File: src/rtl/microwave_pkg.sv
// Shared constants for the microwave control/display core: seven-segment
// patterns (active-high, bit6=a .. bit0=g) and BCD digit limits.
package microwave_pkg;

    localparam logic [6:0] SEG_0     = 7'h7E;
    localparam logic [6:0] SEG_1     = 7'h30;
    localparam logic [6:0] SEG_2     = 7'h6D;
    localparam logic [6:0] SEG_3     = 7'h79;
    localparam logic [6:0] SEG_4     = 7'h33;
    localparam logic [6:0] SEG_5     = 7'h5B;
    localparam logic [6:0] SEG_6     = 7'h5F;
    localparam logic [6:0] SEG_7     = 7'h70;
    localparam logic [6:0] SEG_8     = 7'h7F;
    localparam logic [6:0] SEG_9     = 7'h7B;
    localparam logic [6:0] SEG_BLANK = 7'h00;

    // Largest value each timer digit takes on a borrow / may be loaded with.
    localparam logic [3:0] ONES_MAX = 4'd9;
    localparam logic [3:0] TENS_MAX = 4'd5;
    localparam logic [3:0] MIN_MAX  = 4'd9;

endpackage

File: src/rtl/microwave_core_seg7_decoder.sv
// BCD to seven-segment decoder. Non-decimal codes (10-15) blank the digit.
module seg7_decoder
    import microwave_pkg::*;
(
    input  logic [3:0] i_bcd,
    output logic [6:0] o_segs
);

    // Pure lookup from digit value to segment pattern.
    always_comb begin
        o_segs = SEG_BLANK;
        case (i_bcd)
            4'd0:    o_segs = SEG_0;
            4'd1:    o_segs = SEG_1;
            4'd2:    o_segs = SEG_2;
            4'd3:    o_segs = SEG_3;
            4'd4:    o_segs = SEG_4;
            4'd5:    o_segs = SEG_5;
            4'd6:    o_segs = SEG_6;
            4'd7:    o_segs = SEG_7;
            4'd8:    o_segs = SEG_8;
            4'd9:    o_segs = SEG_9;
            default: o_segs = SEG_BLANK;
        endcase
    end

endmodule

File: src/rtl/microwave_core.sv
// Microwave control/display core: magnetron on/off latch, M:SS BCD countdown
// timer loaded by shifting keypad digits in from the right, and three
// seven-segment displays.
//
// Strobes: digit_load and sec_tick are single-cycle enables sampled on the
// rising clock edge; there is no back-pressure, an ignored strobe is lost.
module microwave_core
    import microwave_pkg::*;
(
    input  logic       clock,
    input  logic       reset,
    input  logic       startn,
    input  logic       stopn,
    input  logic       clearn,
    input  logic       door_closed,
    input  logic [3:0] digit_in,
    input  logic       digit_load,
    input  logic       sec_tick,
    output logic       mag_on,
    output logic       zero,
    output logic [3:0] min_digit,
    output logic [3:0] tens_digit,
    output logic [3:0] ones_digit,
    output logic [6:0] min_segs,
    output logic [6:0] sec_tens_segs,
    output logic [6:0] sec_ones_segs
);

    logic       r_mag_on;
    logic [3:0] r_min;
    logic [3:0] r_tens;
    logic [3:0] r_ones;

    logic       w_zero;
    logic       w_mag_next;
    logic [3:0] w_min_next;
    logic [3:0] w_tens_next;
    logic [3:0] w_ones_next;

    assign w_zero = (r_min == 4'd0) && (r_tens == 4'd0) && (r_ones == 4'd0);

    // Magnetron latch: any stop condition beats start; start needs a closed
    // door and time on the clock (zero blocks it via the clear term).
    always_comb begin
        w_mag_next = r_mag_on;
        if (!clearn || !stopn || !door_closed || w_zero) begin
            w_mag_next = 1'b0;
        end else if (!startn) begin
            w_mag_next = 1'b1;
        end
    end

    // Timer next value: clear, then keypad shift (only while idle), then a
    // one-second BCD decrement (only while cooking and not already at 0:00).
    always_comb begin
        w_min_next  = r_min;
        w_tens_next = r_tens;
        w_ones_next = r_ones;
        if (!clearn) begin
            w_min_next  = 4'd0;
            w_tens_next = 4'd0;
            w_ones_next = 4'd0;
        end else if (digit_load && !r_mag_on && (digit_in <= MIN_MAX)) begin
            w_min_next  = r_tens;
            w_tens_next = r_ones;
            w_ones_next = digit_in;
        end else if (sec_tick && r_mag_on && !w_zero) begin
            if (r_ones != 4'd0) begin
                w_ones_next = r_ones - 4'd1;
            end else begin
                w_ones_next = ONES_MAX;
                if (r_tens != 4'd0) begin
                    w_tens_next = r_tens - 4'd1;
                end else begin
                    // Tens 6-9 entered by hand just count down; a full
                    // borrow always wraps seconds to 59.
                    w_tens_next = TENS_MAX;
                    w_min_next  = r_min - 4'd1;
                end
            end
        end
    end

    // State registers with synchronous reset to 0:00, magnetron off.
    always_ff @(posedge clock) begin
        if (reset) begin
            r_mag_on <= 1'b0;
            r_min    <= 4'd0;
            r_tens   <= 4'd0;
            r_ones   <= 4'd0;
        end else begin
            r_mag_on <= w_mag_next;
            r_min    <= w_min_next;
            r_tens   <= w_tens_next;
            r_ones   <= w_ones_next;
        end
    end

    assign mag_on     = r_mag_on;
    assign zero       = w_zero;
    assign min_digit  = r_min;
    assign tens_digit = r_tens;
    assign ones_digit = r_ones;

    seg7_decoder u_min_dec (
        .i_bcd  (r_min),
        .o_segs (min_segs)
    );

    seg7_decoder u_tens_dec (
        .i_bcd  (r_tens),
        .o_segs (sec_tens_segs)
    );

    seg7_decoder u_ones_dec (
        .i_bcd  (r_ones),
        .o_segs (sec_ones_segs)
    );

endmodule

File: config.mk
export PLATFORM = sky130hd
export DESIGN_NAME = microwave_core
export DESIGN_NICKNAME = d
export VERILOG_FILES = /design/src/rtl/microwave_pkg.sv /design/src/rtl/microwave_core_seg7_decoder.sv /design/src/rtl/microwave_core.sv
export SDC_FILE = /design/constraint.sdc
export NUM_CORES = 1
export LEC_CHECK = 0
export ABC_CLOCK_PERIOD_IN_PS = 7400
export BUFFER_PORTS_ARGS = -buffer_cell sky130_fd_sc_hd__buf_4
export CAP_MARGIN = 20
export CORE_ASPECT_RATIO = 1.1
export CORE_MARGIN = 4
export CORE_UTILIZATION = 30
export DETAILED_ROUTE_END_ITERATION = 6
export PLACE_DENSITY = 0.53
export REMOVE_ABC_BUFFERS = 1
export SETUP_SLACK_MARGIN = 0.2
export SYNTH_ARGS = -nofsm -noshare
export SYNTH_HDL_FRONTEND = slang
export SYNTH_SLANG_ARGS = --single-unit
export TNS_END_PERCENT = 100
File: constraint.sdc
create_clock -name clock -period 7.4 [get_ports clock]
set_clock_uncertainty 0.2 [all_clocks]
set_input_delay 0.74 -clock clock [delete_from_list [all_inputs] [get_ports clock]]
set_output_delay 0.74 -clock clock [all_outputs]
set_load 0.02 [all_outputs]
# Yosys cells after proc, flatten, opt, wreduce, memory -nomap -nowiden
# Memory sizes are Yosys's and may differ from the RTL's. A register that Yosys moved wholly into a read port is not among the register bits.
# Index checks and enable logic that the tools add are counted.
word_totals:
  ff_bits: 13
  romBits: 336
  output_inout_bits: 35
  mem_count: 3
memory_table:
  columns: ["memory", "words", "width", "rd", "rd_ports_with_merged_regs", "write_ports", "line_no", "rtl"]
  rows:
  - ["(no name shown)", 16, 7, 1, 1, 0, "microwave_core_seg7_decoder.sv:12", "case (i_bcd)"]
  - ["(no name shown)", 16, 7, 1, 1, 0, "microwave_core_seg7_decoder.sv:12", null]
  - ["(no name shown)", 16, 7, 1, 1, 0, "microwave_core_seg7_decoder.sv:12", null]
op_classes:
  addsub: 3
  n_lt_le_gt_ge: 1
  eq_ne: 2
  mux: 17
  bitwise_logic: 1
  n_reduce_logical: 24
ops:
  columns: ["op", "n"]
  rows:
  - ["$mux W4", 17]
  - ["$logic_not A4 Y1", 3]
  - ["$sub A4 B1 Y4 const B", 3]
  - ["$reduce_bool A4 Y1", 2]
  - ["$logic_and A1 B1 Y1", 6]
  - ["$logic_not A1 Y1", 5]
  - ["$le A4 B4 Y1 const B", 1]
  - ["$ne A2 B2 Y1 const B", 2]
  - ["$reduce_or A2 Y1", 2]
  - ["$logic_or A1 B1 Y1", 3]
  - ["$reduce_and A3 Y1", 1]
  - ["$reduce_and A2 Y1", 1]
  - ["$reduce_bool A2 Y1", 1]
  - ["$not A1 Y1", 1]

# Logic depth before layout (Yosys ltp)
logic_depth:
  depth_word: 9
  depth_mapped: 12
  depth_no_buf: 12

# By module
# A second synthesis with hierarchy kept.
unflattened:
  cells_unflattened: 177
  area_unflattened_um2: 1442.6
modules_own_cells:
  columns: ["module", "n_inst", "cells_per_inst", "area_per_inst_um2"]
  rows:
  - ["microwave_core", 1, 93, 785.8]
  - ["seg7_decoder", 3, 28, 219.0]

# Worst setup path before layout
# Ideal clock, no wire load.
synth_path:
  path_kind: "flip-flop to flip-flop"
  start: "reg r_tens[0] (netlist: tens_digit[0])"
  end: "reg u_ones_dec.o_segs[5] (netlist name)"
  arrival_ps: 2906
  required_time_ps: 7071
  setup_slack_ps: 4164
  stages_incl_launch_ff: 12
  synth_period_minus_slack_ps: 3236
  path_cell_list: "dfxtp_1 inv_1 ha_1 or3b_4 nor3b_1 o21ai_1 o21bai_1 and2_1 inv_1 ha_1 a21oi_1 a21oi_1"
synth_via:
  elab_chain_len: 8
synth_lines:
  columns: ["element", "line_no", "rtl"]
  rows:
  - ["start, declared", "microwave_core.sv:31", "logic [3:0] r_tens;"]
  - ["start signal, assigned", "microwave_core.sv:94", "r_tens <= w_tens_next;"]
  - ["$logic_not A4 Y1", "microwave_core.sv:40", "assign w_zero = (r_min == 4'd0) && (r_tens == 4'd0) && (r_ones == 4'd0);"]
  - ["$logic_and A1 B1 Y1 (2 in a row)", "microwave_core.sv:40", null]
  - ["net zero", "microwave_core.sv:20", "output logic zero,"]
  - ["$logic_not A1 Y1", "microwave_core.sv:67", "end else if (sec_tick && r_mag_on && !w_zero) begin"]
  - ["$logic_and A1 B1 Y1", "microwave_core.sv:67", null]
  - ["$reduce_bool A2 Y1 (no source line)", null, null]
  - ["$mux W4 (no source line) (2 in a row)", null, null]
# The timed path passes the listed nets, and every way through them passes these cells.
# A chain may end at the register's enable or synchronous reset.

# Worst setup path in the final report
layout_path:
  start: "reg r_tens[0] (netlist: tens_digit[0])"
  end: "reg u_ones_dec.o_segs[5] (netlist name)"
layout_via:
  elab_chain_len: 8
layout_lines:
  columns: ["element", "line_no"]
  rows:
  - ["$logic_not A4 Y1", "microwave_core.sv:40"]
  - ["$logic_and A1 B1 Y1 (2 in a row)", "microwave_core.sv:40"]
  - ["$logic_not A1 Y1", "microwave_core.sv:67"]
  - ["$logic_and A1 B1 Y1", "microwave_core.sv:67"]
  - ["$reduce_bool A2 Y1 (no source line)", null]
  - ["$mux W4 (no source line) (2 in a row)", null]
# Every way passes these cells.

==> results.sh <==
export IMPL_outcome="complete, no violations"
export IMPL_cp_end_kind="flop"
export IMPL_critPathMaxFanout=5
export IMPL_clockBufferDepth=2
export IMPL_netlist_area_mm2=0.00194
export IMPL_layout_min_cycle_time_ps=3150
export IMPL_worst_slew_pin_slew_ps=565
export IMPL_cts_clk_slew_worst_paths_ps=70
export IMPL_power_density_mw_per_mm2=168
export IMPL_clockRootBuffer="clkbuf_8"
export IMPL_synthFlopType="dfxtp_1"
export IMPL_cp_top_family="simple AND/OR/NAND/NOR gates"
export IMPL_antenna_cells=0
export IMPL_synth_edf_count=0
export IMPL_cts_sinks=34
export IMPL_drtPass1Iterations=4
export IMPL_cp_data_arrival_time_ps=3110
export IMPL_postRouteWirelength_um=4730
export IMPL_start_util_pct=31.2
export IMPL_ant_nets=0
export IMPL_leakage_nw=1.09
export IMPL_cts_hold_buf=0
export IMPL_cp_slowest_stage_delay_ps=440
export IMPL_core_area_mm2=0.00623
export IMPL_seq_area_um2=681
export IMPL_path_buf_inv=2
export IMPL_portBuffers=46
export IMPL_fp_row_count=30
export IMPL_hold_viol_final=0
export IMPL_antenna_found_initial=0
export IMPL_dp_hpwl_um=3610
export IMPL_final_common_cell="buf_4"
export IMPL_multi_input_area_mm2=0.00113
export IMPL_dieArea_mm2=0.00783
export IMPL_grt_pass1_wl_um=7810
export IMPL_vias=1669
export IMPL_hold_path_class="reg2reg"
export IMPL_layout_drive_gt1_share_pct=25.2
export IMPL_grt_overflow=0
export IMPL_yosysUniqueCellTypes=48
export IMPL_h_tree_depth=2
export IMPL_clock_fmax_mhz=318
export IMPL_reg2reg_slack_ps=4250
export IMPL_insertion_delay_ps=280
export IMPL_drc=0
export IMPL_ir_worst_vdd_uv=83.4
export IMPL_post_cts_buffers=0
export IMPL_rsz0062_at_grt="no"
export IMPL_final_util_pct=39.2
export IMPL_grt_pass1_vias=1641
export IMPL_cts_resized=0
export IMPL_setup_viol=0
export IMPL_drtIter0Drc=80
export IMPL_cp_start_kind="flop"
export IMPL_ys_async_sr_fraction_pct=0
export IMPL_syn_inst=222
export IMPL_critPathSlowestCell="nor3b_1"
export IMPL_yosysWarningCount=0
export IMPL_setup_worst_path_class="reg2reg"
export IMPL_slew_headroom_pct=62.3
export IMPL_required_ps=7360
export IMPL_routedWlPerCell_um=13.5
export IMPL_ys_seq_area_share_pct=35.0
export IMPL_maxSlewViolCount=0
export IMPL_area_growth_pct=25.6
export IMPL_finalCritPeriodShare_pct=42.5
export IMPL_io_pins=47
export IMPL_die_h_um=92.4
export IMPL_viasPerCell=4.77
export IMPL_gp_congestion=0.820
export IMPL_grt_total_usage_pct=12.4
export IMPL_syn_avg_cell_area_um2=8.75
export IMPL_cap_violations=0
export IMPL_grt_max_degree=15
export IMPL_cts_buffers=5
export IMPL_nets=303
export IMPL_crit_chain="inv_1 -> ha_1 -> or3b_4 -> nor3b_1 -> o21ai_1 -> o21bai_1 -> and2_1 -> inv_1 -> ha_1 -> a21oi_1 -> a21oi_1"
export IMPL_synth_seq_cells=34
export IMPL_final_cell_mix="buf_4 (46), dfxtp_1 (34), inv_1 (22), ha_1 (22), nand2_1 (19)"
export IMPL_cts_tree="yes"
export IMPL_n_fill_cell=674
export IMPL_fin_tns_setup_ps=0
export IMPL_fp_dieW_um=84.7
[worst reg2reg max path: cells and delay by family (launching register included)]
kind,cells,cell delay (ps)
fa+ha+maj,2,490
simple gates,3,1110
compound gates,4,700
flops,1,360
buf+inv,2,180
[synth_stat cells (all sizes together), types with 2 or more instances]
| library cell | instances | area [µm²] |
|---|---|---|
| a211oi | 5 | 42.5 |
| a21o | 2 | 15.0 |
| a21oi | 18 | 90.1 |
| a31oi | 4 | 25.0 |
| and2 | 4 | 25.0 |
| and3 | 2 | 13.8 |
| buf | 3 | 27.5 |
| clkbuf | 3 | 11.3 |
| dfxtp | 34 | 681 |
| ha | 22 | 275 |
| inv | 23 | 86.3 |
| mux2i | 6 | 60.1 |
| nand2 | 21 | 83.8 |
| nand2b | 2 | 12.5 |
| nand3 | 4 | 20.0 |
| nor2 | 10 | 37.5 |
| nor2b | 4 | 25.0 |
| nor3 | 6 | 30.0 |
| nor3b | 3 | 22.5 |
| o211ai | 3 | 41.3 |
| o21ai | 18 | 101 |
| o21bai | 2 | 15.0 |
| o22ai | 4 | 25.0 |
| o2bb2ai | 2 | 17.5 |
| or3b | 2 | 20.0 |
| xnor2 | 3 | 26.3 |
[routing by layer]
layer	part of all wire (%)	track usage, %	wire, µm	up-vias
met1	47	15.4	2200	758
li1	-	-	-	863
met3	6.1	3.65	286	8
met2	45	20.4	2150	40
met4	1.9	4.75	91	0
met5	0	0	0	-
[logic make-up (layout without fill, tap and decap cells)]
group,count (synthesis),in the layout,share of synthesized area [%]
AO/OA/AOI/OAI,65,65,22.8
XOR/XNOR,4,4,1.80
adder cells (fa/ha/maj),22,22,14.2
buffers and inverters,30,78,6.89
flip-flops,34,34,35.0
multiplexers,6,6,3.09
AND/OR/NAND/NOR,61,61,16.2
[registers in the layout, indices dropped and copies added (netlist names)]
| signal | flops |
|---|---|
| tens_digit | 4 |
| u_tens_dec.o_segs | 7 |
| ones_digit | 4 |
| mag_on | 1 |
| u_ones_dec.o_segs | 7 |
| min_digit | 4 |
| u_min_dec.o_segs | 7 |
[metrics by stage]
| stage | worst slack, ps | instance area, µm² | std cells | total power (W) | hold slack [ps] |
|---|---|---|---|---|---|
| floorplan | 4160 | 1900 | 216 | 0.000244 | 411 |
| global placement | 4120 | 2350 | 342 | 0.000273 | 415 |
| detailed placement | 4040 | 2350 | 342 | 0.000273 | 404 |
| CTS | 4240 | 2440 | 350 | 0.000417 | 417 |
| global route | 3990 | 2440 | 350 | 0.000433 | 454 |
| finish | 4250 | 2440 | 350 | 0.000410 | 413 |
[cell type report]
class                   instances  share of cell area [%]
clock buffers                   7                    3.54
clock inverters                 1                   0.205
inverters                      24                    3.90
multi-input cells             158                    46.2
flip-flops and latches         34                    27.9
well taps                      80                    4.10
repair buffers                 46                    14.1
[power by group]
group	total [W]	switching (W)	internal, W
combinational	0.0000717	0.0000420	0.0000296
clock	0.000142	0.0000672	0.0000751
sequential	0.000196	0.00000487	0.000191
[path summary, 6_finish.rpt]
| path | startpoint | end | cells after the start |
|---|---|---|---|
| min | ones_digit[0]$_SDFFE_PP0N_ | tens_digit[0]$_SDFFE_PP0N_ | 2 |
| max reg2reg | tens_digit[0]$_SDFFE_PP0N_ | u_ones_dec.o_segs[5]$_DFF_P_ | 11 |
| max | tens_digit[0]$_SDFFE_PP0N_ | u_ones_dec.o_segs[5]$_DFF_P_ | 11 |
| min reg2reg | ones_digit[0]$_SDFFE_PP0N_ | tens_digit[0]$_SDFFE_PP0N_ | 2 |
No activity file was read; power rests on OpenSTA's default activity.
